$ cat config.mk
export PLATFORM = sky130hd
export DESIGN_NAME = traffic_intersection_ctrl
export DESIGN_NICKNAME = d
export VERILOG_FILES = /design/src/rtl/traffic_pkg.sv /design/src/rtl/phase_timer.sv /design/src/rtl/traffic_intersection_ctrl.sv
export SDC_FILE = /design/constraint.sdc
export NUM_CORES = 1
export LEC_CHECK = 0
export ABC_CLOCK_PERIOD_IN_PS = 2120
export BUFFER_PORTS_ARGS = -buffer_cell sky130_fd_sc_hd__buf_4
export CAP_MARGIN = 20
export CORE_MARGIN = 2
export CORE_UTILIZATION = 38
export CTS_BUF_LIST = sky130_fd_sc_hd__clkbuf_8 sky130_fd_sc_hd__clkbuf_16
export CTS_CLUSTER_DIAMETER = 50
export CTS_CLUSTER_SIZE = 25
export DETAILED_ROUTE_END_ITERATION = 16
export GPL_ROUTABILITY_DRIVEN = 0
export PLACE_DENSITY = 0.63
export REMOVE_ABC_BUFFERS = 1
export SKIP_LAST_GASP = 1
export SLEW_MARGIN = 20
export SYNTH_ARGS = -nofsm -noshare
export SYNTH_HDL_FRONTEND = slang
export SYNTH_HIERARCHICAL = 1
export SYNTH_SLANG_ARGS = --single-unit
$ cat constraint.sdc
create_clock -name clk -period 2.12 [get_ports clk]
set_clock_uncertainty 0.15 [all_clocks]
set_input_delay 0.106 -clock clk [delete_from_list [all_inputs] [get_ports clk]]
set_output_delay 0.106 -clock clk [all_outputs]
set_load 0.05 [all_outputs]
$ cat src/rtl/traffic_pkg.sv
// rtl/traffic_pkg.sv - shared state encoding, lamp codes and helpers for the intersection controller
package traffic_pkg;

    typedef enum logic [2:0] {
        A_GRN  = 3'd0,
        A_YEL  = 3'd1,
        RED_AB = 3'd2,
        B_GRN  = 3'd3,
        B_YEL  = 3'd4,
        RED_BA = 3'd5,
        WALK   = 3'd6
    } state_t;

    localparam logic [2:0] RED = 3'b100;
    localparam logic [2:0] YEL = 3'b010;
    localparam logic [2:0] GRN = 3'b001;

    function automatic int max2(input int a, input int b);
        return (a > b) ? a : b;
    endfunction

endpackage

$ cat src/rtl/phase_timer.sv
// rtl/phase_timer.sv - tick-enabled, clearable interval counter that saturates at a supplied limit
module phase_timer #(
    parameter int W = 4
) (
    input  logic         clk,
    input  logic         reset,
    input  logic         i_tick,
    input  logic         i_clear,
    input  logic [W-1:0] i_limit,
    output logic [W-1:0] o_count
);

    logic [W-1:0] r_count;

    always_ff @(posedge clk) begin
        if (!reset) begin
            r_count <= '0;
        end else if (i_clear) begin
            r_count <= '0;
        end else if (i_tick && (r_count < i_limit)) begin
            r_count <= r_count + 1'b1;
        end
    end

    assign o_count = r_count;

endmodule

$ cat src/rtl/traffic_intersection_ctrl.sv
// rtl/traffic_intersection_ctrl.sv - demand-driven two-road phase scheduler with exclusive pedestrian walk
module traffic_intersection_ctrl
    import traffic_pkg::*;
#(
    parameter int GREEN_MIN = 4,
    parameter int GREEN_MAX = 8,
    parameter int YELLOW_T  = 2,
    parameter int ALLRED_T  = 1,
    parameter int WALK_T    = 3
) (
    input  logic       clk,
    input  logic       reset,
    input  logic       tick,
    input  logic       sens_a,
    input  logic       sens_b,
    input  logic       ped_req,
    output logic [2:0] lightA,
    output logic [2:0] lightB,
    output logic       walk,
    output logic [2:0] phase
);

    localparam int MAXP = max2(max2(GREEN_MAX, YELLOW_T), max2(ALLRED_T, WALK_T));
    localparam int TW   = $clog2(MAXP) + 1;

    localparam logic [TW-1:0] T_GMIN = TW'(GREEN_MIN - 1);
    localparam logic [TW-1:0] T_GMAX = TW'(GREEN_MAX - 1);
    localparam logic [TW-1:0] T_YEL  = TW'(YELLOW_T - 1);
    localparam logic [TW-1:0] T_RED  = TW'(ALLRED_T - 1);
    localparam logic [TW-1:0] T_WALK = TW'(WALK_T - 1);

    state_t        r_state;
    state_t        w_next;
    logic          r_ped_pending;
    logic          r_next_b;
    logic          w_trans;
    logic          w_a_exit;
    logic          w_b_exit;
    logic [TW-1:0] w_count;
    logic [TW-1:0] w_limit;

    // Greens rest at GREEN_MAX-1 so a late-arriving demand still sees the max-green exit.
    assign w_limit = ((r_state == A_GRN) || (r_state == B_GRN)) ? T_GMAX : '1;

    phase_timer #(.W(TW)) u_timer (
        .clk     (clk),
        .reset   (reset),
        .i_tick  (tick),
        .i_clear (w_trans),
        .i_limit (w_limit),
        .o_count (w_count)
    );

    assign w_a_exit = (sens_b | r_ped_pending) &&
                      (((w_count >= T_GMIN) && !sens_a) || (w_count == T_GMAX));
    assign w_b_exit = (sens_a | r_ped_pending) &&
                      (((w_count >= T_GMIN) && !sens_b) || (w_count == T_GMAX));

    always_comb begin
        w_next = r_state;
        if (tick) begin
            case (r_state)
                A_GRN:   if (w_a_exit) w_next = A_YEL;
                A_YEL:   if (w_count == T_YEL) w_next = RED_AB;
                RED_AB:  if (w_count == T_RED) w_next = r_ped_pending ? WALK : B_GRN;
                B_GRN:   if (w_b_exit) w_next = B_YEL;
                B_YEL:   if (w_count == T_YEL) w_next = RED_BA;
                RED_BA:  if (w_count == T_RED) w_next = r_ped_pending ? WALK : A_GRN;
                WALK:    if (w_count == T_WALK) w_next = r_next_b ? B_GRN : A_GRN;
                default: w_next = A_GRN;
            endcase
        end
    end

    assign w_trans = (w_next != r_state);

    always_ff @(posedge clk) begin
        if (!reset) begin
            r_state <= A_GRN;
        end else begin
            r_state <= w_next;
        end
    end

    // next_b remembers which road is owed green once a walk phase finishes.
    always_ff @(posedge clk) begin
        if (!reset) begin
            r_ped_pending <= 1'b0;
            r_next_b      <= 1'b0;
        end else begin
            if (w_trans && (w_next == WALK)) begin
                r_ped_pending <= 1'b0;
            end else if (ped_req && (r_state != WALK)) begin
                r_ped_pending <= 1'b1;
            end
            if (w_trans && (r_state == RED_AB)) begin
                r_next_b <= 1'b1;
            end else if (w_trans && (r_state == RED_BA)) begin
                r_next_b <= 1'b0;
            end
        end
    end

    always_comb begin
        lightA = RED;
        lightB = RED;
        walk   = 1'b0;
        case (r_state)
            A_GRN:   lightA = GRN;
            A_YEL:   lightA = YEL;
            B_GRN:   lightB = GRN;
            B_YEL:   lightB = YEL;
            WALK:    walk   = 1'b1;
            default: ;
        endcase
    end

    assign phase = r_state;

endmodule

==> flow_summary_export.csv, run 1 <==
group,metric,value,unit
power,leakage,0.663,nW
worst_setup_path,max_stage_delay,0.39,ns
detailed_routing,drc,0,
worst_setup_path,critical_path_arrival,2.10,ns
worst_setup_path,endpoint_kind,"register",
finish,fill_cells,179,
power,p_per_area,461,mW/mm²
floorplan,num_io_pins,16,
place,io_buffer_count,15,
worst_setup_path,path_class,"register to register",
synth,ys.flop_type,"dfxtp_1",
synth,synth_cells,116,
status,failed_checks,"negative setup slack",
finish,diodes,0,
clock_network,cts-root-buf,"clkbuf_8",
worst_setup_path,crit_required,2.08,ns
detailed_routing,routed_via_density,5.34,
grt,antenna_found_initial,0,
finish,stdcell_area,0.00148,mm²
finish,drive_above_1_share,53.9,%
clock_network,cts_max_level,1,
grt,grt_util_all_layers,21.7,%
run,maxCapViolations,0,
clock_network,tritoncts,"built",
place,dpl_worst_slack,-0.0617,ns
detailed_routing,avgRoutedWirePerCell,13.8,µm
floorplan,fp.dieW,52.5,µm
clock_network,clkTransAtPathRegs,0.05,ns
clock_network,numClockSinks,9,
clock_network,clock_latency,0.23,ns
synth,syn_area,893,µm²
worst_setup_path,r2r_slack,-0.01,ns
finish,multi_input_area,793,µm²
hold_path,hold_class,"input pin to register",
grt,grt_pass1_vias,1031,
floorplan,fp.dieArea,0.00275,mm²
place,placed_cells_incl_taps,187,
detailed_routing,num_vias,1042,
worst_setup_path,worst_path_max_delay_cell,"nor4_1",
worst_setup_path,cp_top_family,"simple AND/OR/NAND/NOR gates",
worst_setup_path,cp-start-kind,"register",
grt,grt_max_degree,11,
sta,min_period_over_period,101,%
floorplan,design.core.area,0.00221,mm²
finish,seq_area,203,µm²
worst_setup_path,critPathBufInv,1,
detailed_routing,wl,2690,µm
place,placed_area,0.00124,mm²
synth,yosys_register_bits,9,
sta,setup_viol,1,
sta,setup_slack,-0.0110,ns
clock_network,max-clock-path-buffers,2,
synth,ys_warn_count,6,
place,dp_hpwl,1970,µm
sta,finalHoldViolCount,0,
synth,synth_edf_count,0,
power,peakVddDrop,0.427,mV
power,power,0.683,mW
floorplan,rows,17,
worst_setup_path,cp_cell_sequence,"nor4_1 > nand3b_1 > and3_1 > o21bai_2 > a311oi_2 > buf_4 > o311a_1",
detailed_routing,dr.pass1.iters,4,
grt,grt_pass1_wl,4540,µm
sta,finalCriticalPeriod,2.13,ns
synth,ys_async_sr_fraction,0,%
synth,synthTopCellsByArea,"dfxtp_1 20%, ha_1 5.6%, nor2_1 5.5%, nand2_1 4.2%, nor2b_1 4.2%",
floorplan,start_util,40.4,%
grt,overflow,0,
finish,final_util,67.0,%
sta,fin_setup_tns,-0.0110,ns
finish,fin_cells,195,
floorplan,die_y,52.5,µm
detailed_routing,drt_iter0_markers,18,
synth,yosysMostFrequentCell,"nor2_1",
synth,synth_largest_area_cell,"dfxtp_1",
clock_network,cts_buffers,3,
sta,timing.fmax,0.469,GHz
synth,avgSynthCellArea,7.70,µm²
synth,netlist-cell-type-count,42,
detailed_routing,detail-route-antenna-nets,0,
finish,syn2layout_area_growth,65.8,%
finish,nNetsFinal,178,
synth,synth_common_cells,"13 x nor2_1, 10 x nand2_1, 9 x dfxtp_1",
sta,grt_setup_unrepaired,"true",
worst_setup_path,worstPathMaxFanout,5,
synth,ys_seq_area_share,20.2,%
synth,synth_top_area_share,20.2,%
status,outcome,"complete, but fails checks",
sta,hold_slack,0.0124,ns
sta,slew_violations,0,
[layout make-up]
| class | instances | area share (%) |
|---|---|---|
| Inverter | 8 | 2.28 |
| Sequential cell | 9 | 13.7 |
| Timing Repair Buffer | 49 | 25.1 |
| Multi-Input combinational cell | 97 | 53.5 |
| Clock inverter | 1 | 0.253 |
| Clock buffer | 3 | 2.79 |
| Tap cell | 28 | 2.36 |
[layout by cell type, fill, tap and decap left out, drive strengths merged, types with 2 or more instances in the layout]
master / count
buf: 49
o311a: 2
clkbuf: 3
nand3: 4
dfxtp: 9
a31oi: 2
ha: 4
or3: 3
inv: 8
nand2: 10
nor3b: 4
o211ai: 2
a2111oi: 2
nor3: 5
nor2: 13
nand3b: 3
nor2b: 6
o21bai: 2
a211oi: 2
conb: 3
nand2b: 3
o21ai: 6
a21oi: 5
[report_power, final]
group | switching, mW | internal, mW | leakage [nW]
registers | 0.0209 | 0.179 | 0.0782
logic | 0.152 | 0.136 | 0.558
clock network | 0.0693 | 0.126 | 0.0269
total | 0.242 | 0.441 | 0.663
[final timing paths]
| kind | from | end | cells after the start |
|---|---|---|---|
| hold / removal | reset | r_ped_pending | 2 |
| setup / recovery | u_timer/o_count[0] | r_ped_pending | 7 |
| setup reg to reg | u_timer/o_count[0] | r_ped_pending | 7 |
| hold reg to reg | u_timer/o_count[1] | u_timer/o_count[1] | 3 |
[flip-flops by register name, summed over array words and instances (netlist names)]
signal / flops
r_ped_pending: 1
u_timer/o_count: 4
r_next_b: 1
phase: 3
[timing repair]
item                                   in CTS  in global routing
buffers inserted                            0                  4
setup endpoints to repair                   7                  7
hold buffers                                0                  0
pin swaps                                   0                 17
endpoints found under the hold margin       0                  0
resized for setup                           6                 36
[cells by family after synthesis]
group | count (synthesis) | synth area share [%]
AO/OA/AOI/OAI | 31 | 29.0
XOR/XNOR | 2 | 1.96
adder cells (fa/ha/maj) | 4 | 5.60
buffers and inverters | 12 | 7.00
flip-flops | 9 | 20.2
other | 1 | 0.420
AND/OR/NAND/NOR | 57 | 35.9
[per-layer routing]
metal  up-vias  GRT usage [%]  wire length (µm)
li1        531              -                 -
met1       487           28.4              1250
met2        22           37.1              1330
met3         2           3.43                91
met4         0           5.13                 7
met5         -              0                 0
Note: power is estimated with default switching activity, not from simulation.
==> run 2: changes to the inputs <==
- ABC_AREA: unset -> 1
==> run 2 against run 1 <==
Effect of this change: the run now ends clean; wire length fell by 9.2%; final cell count rose by 19%; worst setup slack improved by 0.21 ns; register-to-register slack improved by 0.21 ns; global-route usage fell by 4.1 points; maximum frequency rose by 11%; synthesized area rose by 9.4%; critical path depth rose by 6; power fell by 21%; hold slack improved by 0.090 ns.
==> flow_summary_export.csv, run 2 <==
group,metric,value,unit
status,outcome,"finished clean",
power,intPower,0.360,mW
sta,timing.fmax,0.520,GHz
synth,synth_top_area_share,18.4,%
place,placed_area,0.00116,mm²
clock_network,cts_max_level,1,
synth,synth_edf_count,0,
worst_setup_path,worstPathMaxFanout,7,
finish,nNetsFinal,214,
sta,min_period_over_period,90.7,%
power,p_per_area,429,mW/mm²
detailed_routing,drt_iter0_markers,17,
synth,yosys_register_bits,9,
detailed_routing,detail-route-antenna-nets,0,
synth,ys_warn_count,6,
worst_setup_path,endpoint_kind,"register",
power,clkPwrFrac,36.9,%
finish,stdcell_area,0.00126,mm²
grt,grt_max_degree,15,
power,switching_share,33.4,%
finish,final_util,51.4,%
finish,fill_cells,257,
detailed_routing,avgRoutedWirePerCell,10.5,µm
worst_setup_path,critPathBufInv,5,
detailed_routing,wl,2440,µm
clock_network,clock_latency,0.24,ns
place,dp_hpwl,1990,µm
grt,grt_util_all_layers,17.6,%
worst_setup_path,cp_cell_sequence,"inv_2 > nand2_2 > a21oi_1 > inv_1 > inv_1 > ha_1 > nand2_1 > inv_1 > nand2_4 > nand3_1 > nand2_1 > inv_1 > nor2_1",
clock_network,cts-root-buf,"clkbuf_8",
worst_setup_path,worst_path_max_delay_cell,"dfxtp_2",
synth,yosysMostFrequentCell,"nand2_1",
grt,grt_pass1_vias,950,
grt,overflow,0,
floorplan,design.core.area,0.00245,mm²
power,peakVddDrop,0.374,mV
clock_network,clkTransAtPathRegs,0.05,ns
finish,largest_reg_flops,4,
synth,ys_async_sr_fraction,0,%
place,io_buffer_count,15,
finish,drive_above_1_share,27.1,%
power,power,0.541,mW
floorplan,num_io_pins,16,
worst_setup_path,cp_top_family,"simple AND/OR/NAND/NOR gates",
power,power_frac_comb,27.5,%
clock_network,tritoncts,"built",
clock_network,cts_buffers,3,
synth,netlist-cell-type-count,25,
clock_network,max-clock-path-buffers,2,
finish,diodes,0,
sta,finalCriticalPeriod,1.92,ns
synth,avgSynthCellArea,5.52,µm²
floorplan,fp.dieW,54.7,µm
power,leakage,0.770,nW
synth,ys_seq_area_share,18.4,%
sta,fin_setup_tns,0,ns
grt,antenna_found_initial,0,
worst_setup_path,crit_required,2.14,ns
worst_setup_path,path_class,"register to register",
synth,syn_area,977,µm²
synth,synth_largest_area_cell,"dfxtp_1",
detailed_routing,routed_via_density,4.81,
synth,synth_cells,177,
finish,syn2layout_area_growth,29.2,%
detailed_routing,drc,0,
worst_setup_path,cp-start-kind,"register",
sta,finalHoldViolCount,0,
power,power.switching,0.181,mW
finish,fin_cells,233,
synth,synthTopCellsByArea,"dfxtp_1 18%, nand2_1 18%, inv_1 13%, nand3_1 9.7%, nor2_1 9.2%",
detailed_routing,dr.pass1.iters,4,
floorplan,fp.dieArea,0.00299,mm²
synth,ys.flop_type,"dfxtp_1",
grt,grt_pass1_wl,3750,µm
power,seqPwrFrac,35.7,%
run,maxCapViolations,0,
worst_setup_path,crit_top_cell,"inv_1",
floorplan,die_y,54.7,µm
worst_setup_path,max_stage_delay,0.35,ns
place,placed_cells_incl_taps,227,
detailed_routing,num_vias,1121,
hold_path,hold_class,"input pin to register",
worst_setup_path,critical_path_arrival,1.95,ns
finish,final_common_cell,"nand2_1",
floorplan,rows,18,
sta,setup_viol,0,
synth,synth_common_cells,"48 x nand2_1, 34 x inv_1, 24 x nor2_1",
clock_network,numClockSinks,9,
floorplan,start_util,39.8,%
sta,slew_violations,0,
finish,most-common-layout-cells,"45 x nand2_1, 33 x inv_1, 23 x nor2_1, 19 x nand3_1, 19 x buf_4",
run 2: power groups by stage:
| stage | clock network (mW) | registers, mW | logic, mW |
|---|---|---|---|
| 2_1_floorplan | 0 | 0.193 | 0.103 |
| 3_3_place_gp | 0 | 0.195 | 0.136 |
| 3_5_place_dp | 0 | 0.195 | 0.138 |
| 4_1_cts | 0.206 | 0.192 | 0.142 |
| 5_1_grt | 0.213 | 0.195 | 0.170 |
| 6_report | 0.199 | 0.193 | 0.149 |
run 2: worst register-to-register path: cells and delay by family (launching register included):
family | cells | cell delay [ns]
AOI/OAI and AO/OA | 1 | 0.22
DFF | 1 | 0.35
adders and majority gates | 1 | 0.26
buffers and inverters | 5 | 0.37
and+or+nand+nor | 6 | 0.51
run 2: logic make-up after synthesis:
logic type,synth area share [%]
flip-flops,18.4
AND/OR/NAND/NOR,50.3
adder cells (fa/ha/maj),5.12
AO/OA/AOI/OAI,9.99
other,0.384
buffers and inverters,15.7
run 2: area by class of cell:
type / count / area, µm² / share of cell area (%)
Clock inverter: 1 / 5.00 / 0.396
Multi-Input combinational cell: 129 / 669 / 53.0
Clock buffer: 3 / 41.3 / 3.27
Tap cell: 30 / 37.5 / 2.97
Timing Repair Buffer: 21 / 163 / 12.9
Inverter: 40 / 150 / 11.9
Sequential cell: 9 / 196 / 15.6
run 2: through the flow:
stage          worst slack, ns  hold slack [ns]
3_5_place_dp            0.0677            0.205
4_1_cts                 0.0486            0.104
5_1_grt                -0.0339            0.129
3_3_place_gp             0.101            0.204
6_report                 0.196            0.103
2_1_floorplan           -0.656           0.0833
run 2: per-layer routing:
metal  share of wire, %  GRT usage (%)
met1                 48           23.9
met2                 43           25.6
met3                5.5           2.19
met4                3.0           12.1
met5                  0              0
run 2: what timing repair did:
item                                    in CTS  in global routing
endpoints found under the setup margin       0                  6
buffers inserted                             0                  0
resized for setup                            0                 17
hold buffers                                 2                  0
endpoints found under the hold margin        2                  0
run 2: worst paths after layout:
path / end / slack [ns] / from / cells after the start
worst min-delay path: phase[0] / 0.10 / tick / 3
worst max register to register: u_timer/o_count[3] / 0.20 / phase[0] / 13
worst max-delay path: u_timer/o_count[3] / 0.20 / phase[0] / 13
worst min register to register: r_next_b / 0.33 / r_next_b / 2
==> run 3: changes to the inputs <==
- CORE_ASPECT_RATIO: unset -> 1.75
==> run 3 against run 2 <==
Effect of this change: combinational power increased by 13%; global-route usage up 3.2 points; register-to-register slack worse by 0.05 ns; cell area grew 1.7%; critical endpoint is now u_timer/o_count[2]; sequential power barely moved; count of clock-buffer cells in the layout did not move; largest power group unchanged; worst setup slack got worse by 0.055 ns; clock power down 2%; maximum frequency fell by 2.8%; sequential cell count is the same.
==> flow_summary_export.csv, run 3 (synthesis results as in run 2) <==
group,metric,value,unit
finish,drive_above_1_share,28.9,%
finish,fill_cells,267,
clock_network,numClockSinks,9,
power,seqPwrFrac,34.5,%
worst_setup_path,path_class,"register to register",
floorplan,start_util,39.7,%
clock_network,tritoncts,"built",
floorplan,die_y,71.1,µm
grt,grt_util_all_layers,20.8,%
finish,most-common-layout-cells,"43 x nand2_1, 34 x inv_1, 22 x nor2_1, 20 x buf_4, 18 x nand3_1",
detailed_routing,avgRoutedWirePerCell,12.1,µm
power,leakage,0.783,nW
place,placed_area,0.00116,mm²
sta,finalHoldViolCount,0,
grt,grt_pass1_vias,1104,
clock_network,clkTransAtPathRegs,0.04,ns
detailed_routing,drc,0,
power,power_frac_comb,30.4,%
power,power,0.556,mW
worst_setup_path,max_stage_delay,0.35,ns
finish,final_common_cell,"nand2_1",
hold_path,hold_class,"input pin to register",
worst_setup_path,critPathBufInv,4,
grt,grt_pass1_wl,4760,µm
clock_network,cts-root-buf,"clkbuf_8",
run,maxCapViolations,0,
worst_setup_path,critical_path_arrival,1.96,ns
detailed_routing,drt_iter0_markers,40,
grt,antenna_found_initial,0,
sta,min_period_over_period,93.3,%
floorplan,num_io_pins,16,
status,outcome,"finished clean",
finish,syn2layout_area_growth,31.4,%
power,peakVddDrop,0.302,mV
floorplan,rows,24,
worst_setup_path,cp_cell_sequence,"inv_2 > nand2_2 > a21oi_1 > inv_1 > inv_1 > ha_1 > nand2_1 > inv_1 > nand2_4 > nand4_1 > nand2_2 > nor2_1",
worst_setup_path,worstPathMaxFanout,7,
sta,slew_violations,0,
clock_network,max-clock-path-buffers,2,
worst_setup_path,worst_path_max_delay_cell,"dfxtp_2",
sta,finalCriticalPeriod,1.98,ns
worst_setup_path,cp_top_family,"simple AND/OR/NAND/NOR gates",
power,power.switching,0.190,mW
finish,seq_area,194,µm²
finish,final_util,52.1,%
sta,timing.fmax,0.505,GHz
power,switching_share,34.1,%
place,dp_hpwl,2290,µm
detailed_routing,num_vias,1134,
floorplan,design.core.area,0.00246,mm²
worst_setup_path,crit_top_cell,"inv_1",
finish,multi_input_area,692,µm²
sta,setup_slack,0.141,ns
sta,setup_viol,0,
worst_setup_path,cp-start-kind,"register",
power,clkPwrFrac,35.1,%
finish,nNetsFinal,215,
grt,grt_max_degree,15,
place,io_buffer_count,15,
detailed_routing,routed_via_density,4.93,
finish,largest_reg_flops,4,
finish,stdcell_area,0.00128,mm²
clock_network,cts_max_level,1,
place,dpl_worst_slack,0.00472,ns
power,p_per_area,433,mW/mm²
detailed_routing,wl,2790,µm
sta,hold_slack,0.126,ns
clock_network,cts_buffers,3,
floorplan,fp.dieArea,0.00301,mm²
detailed_routing,dr.pass1.iters,4,
detailed_routing,detail-route-antenna-nets,0,
finish,diodes,0,
floorplan,fp.dieW,42.3,µm
clock_network,clock_latency,0.24,ns
grt,overflow,0,
power,intPower,0.367,mW
worst_setup_path,crit_required,2.10,ns
worst_setup_path,endpoint_kind,"register",
==> run 3: changes by cell type in the layout (fill, tap and decap cells not counted), sizes merged <==
cell	before	now
buf	19	20
inv	40	41
clkinv	1	0
==> run 3: metal layers <==
layer	track usage (%)	part of all wire (%)	vias to the layer above
met4	13.9	5.7	0
met3	1.53	3.1	12
li1	-	-	594
met1	21.6	36	497
met2	38.1	55	31
met5	0	0	-
==> run 3: path summary, 6_finish.rpt <==
check	startpoint	end	slack (ns)	cells past startpoint
hold reg to reg	r_next_b	r_next_b	0.33	2
setup reg to reg	phase[0]	u_timer/o_count[2]	0.14	12
hold / removal	tick	u_timer/o_count[0]	0.13	5
setup / recovery	phase[0]	u_timer/o_count[2]	0.14	12
==> run 3: cell type report <==
class,count,share of cell area [%]
Multi-Input combinational cell,129,53.9
Clock inverter,1,0.292
Clock buffer,3,3.22
Inverter,40,11.7
Tap cell,26,2.53
Sequential cell,9,15.1
Timing Repair Buffer,22,13.3
==> run 3: worst reg2reg max path: stages (launching register included) <==
cell	delay [ns]
dfxtp_2	0.35
inv_2	0.13
nand2_2	0.09
a21oi_1	0.23
inv_1	0.07
inv_1	0.06
ha_1	0.26
nand2_1	0.09
inv_1	0.06
nand2_4	0.10
nand4_1	0.14
nand2_2	0.10
nor2_1	0.04
==> run 3: power by group through the flow <==
stage	Clock [mW]	Combinational, mW	Sequential [mW]
after detailed placement	0	0.151	0.193
after CTS	0.199	0.156	0.190
after global placement	0	0.148	0.193
final	0.195	0.169	0.192
after global routing	0.205	0.193	0.194
after floorplan	0	0.103	0.193
==> run 3: stage by stage <==
stage / cells / setup TNS (ns)
after floorplan: 178 / -4.32
after global placement: 223 / 0
after detailed placement: 223 / 0
after CTS: 229 / 0
after global routing: 230 / -0.0471
final: 230 / 0
==> run 3: repair_timing <==
action | in CTS | in global routing
setup buffers | 0 | 1
pin swaps | 0 | 4
resized for setup | 1 | 21
endpoints found under the hold margin | 2 | 0
hold buffers | 2 | 0
endpoints found under the setup margin | 1 | 6
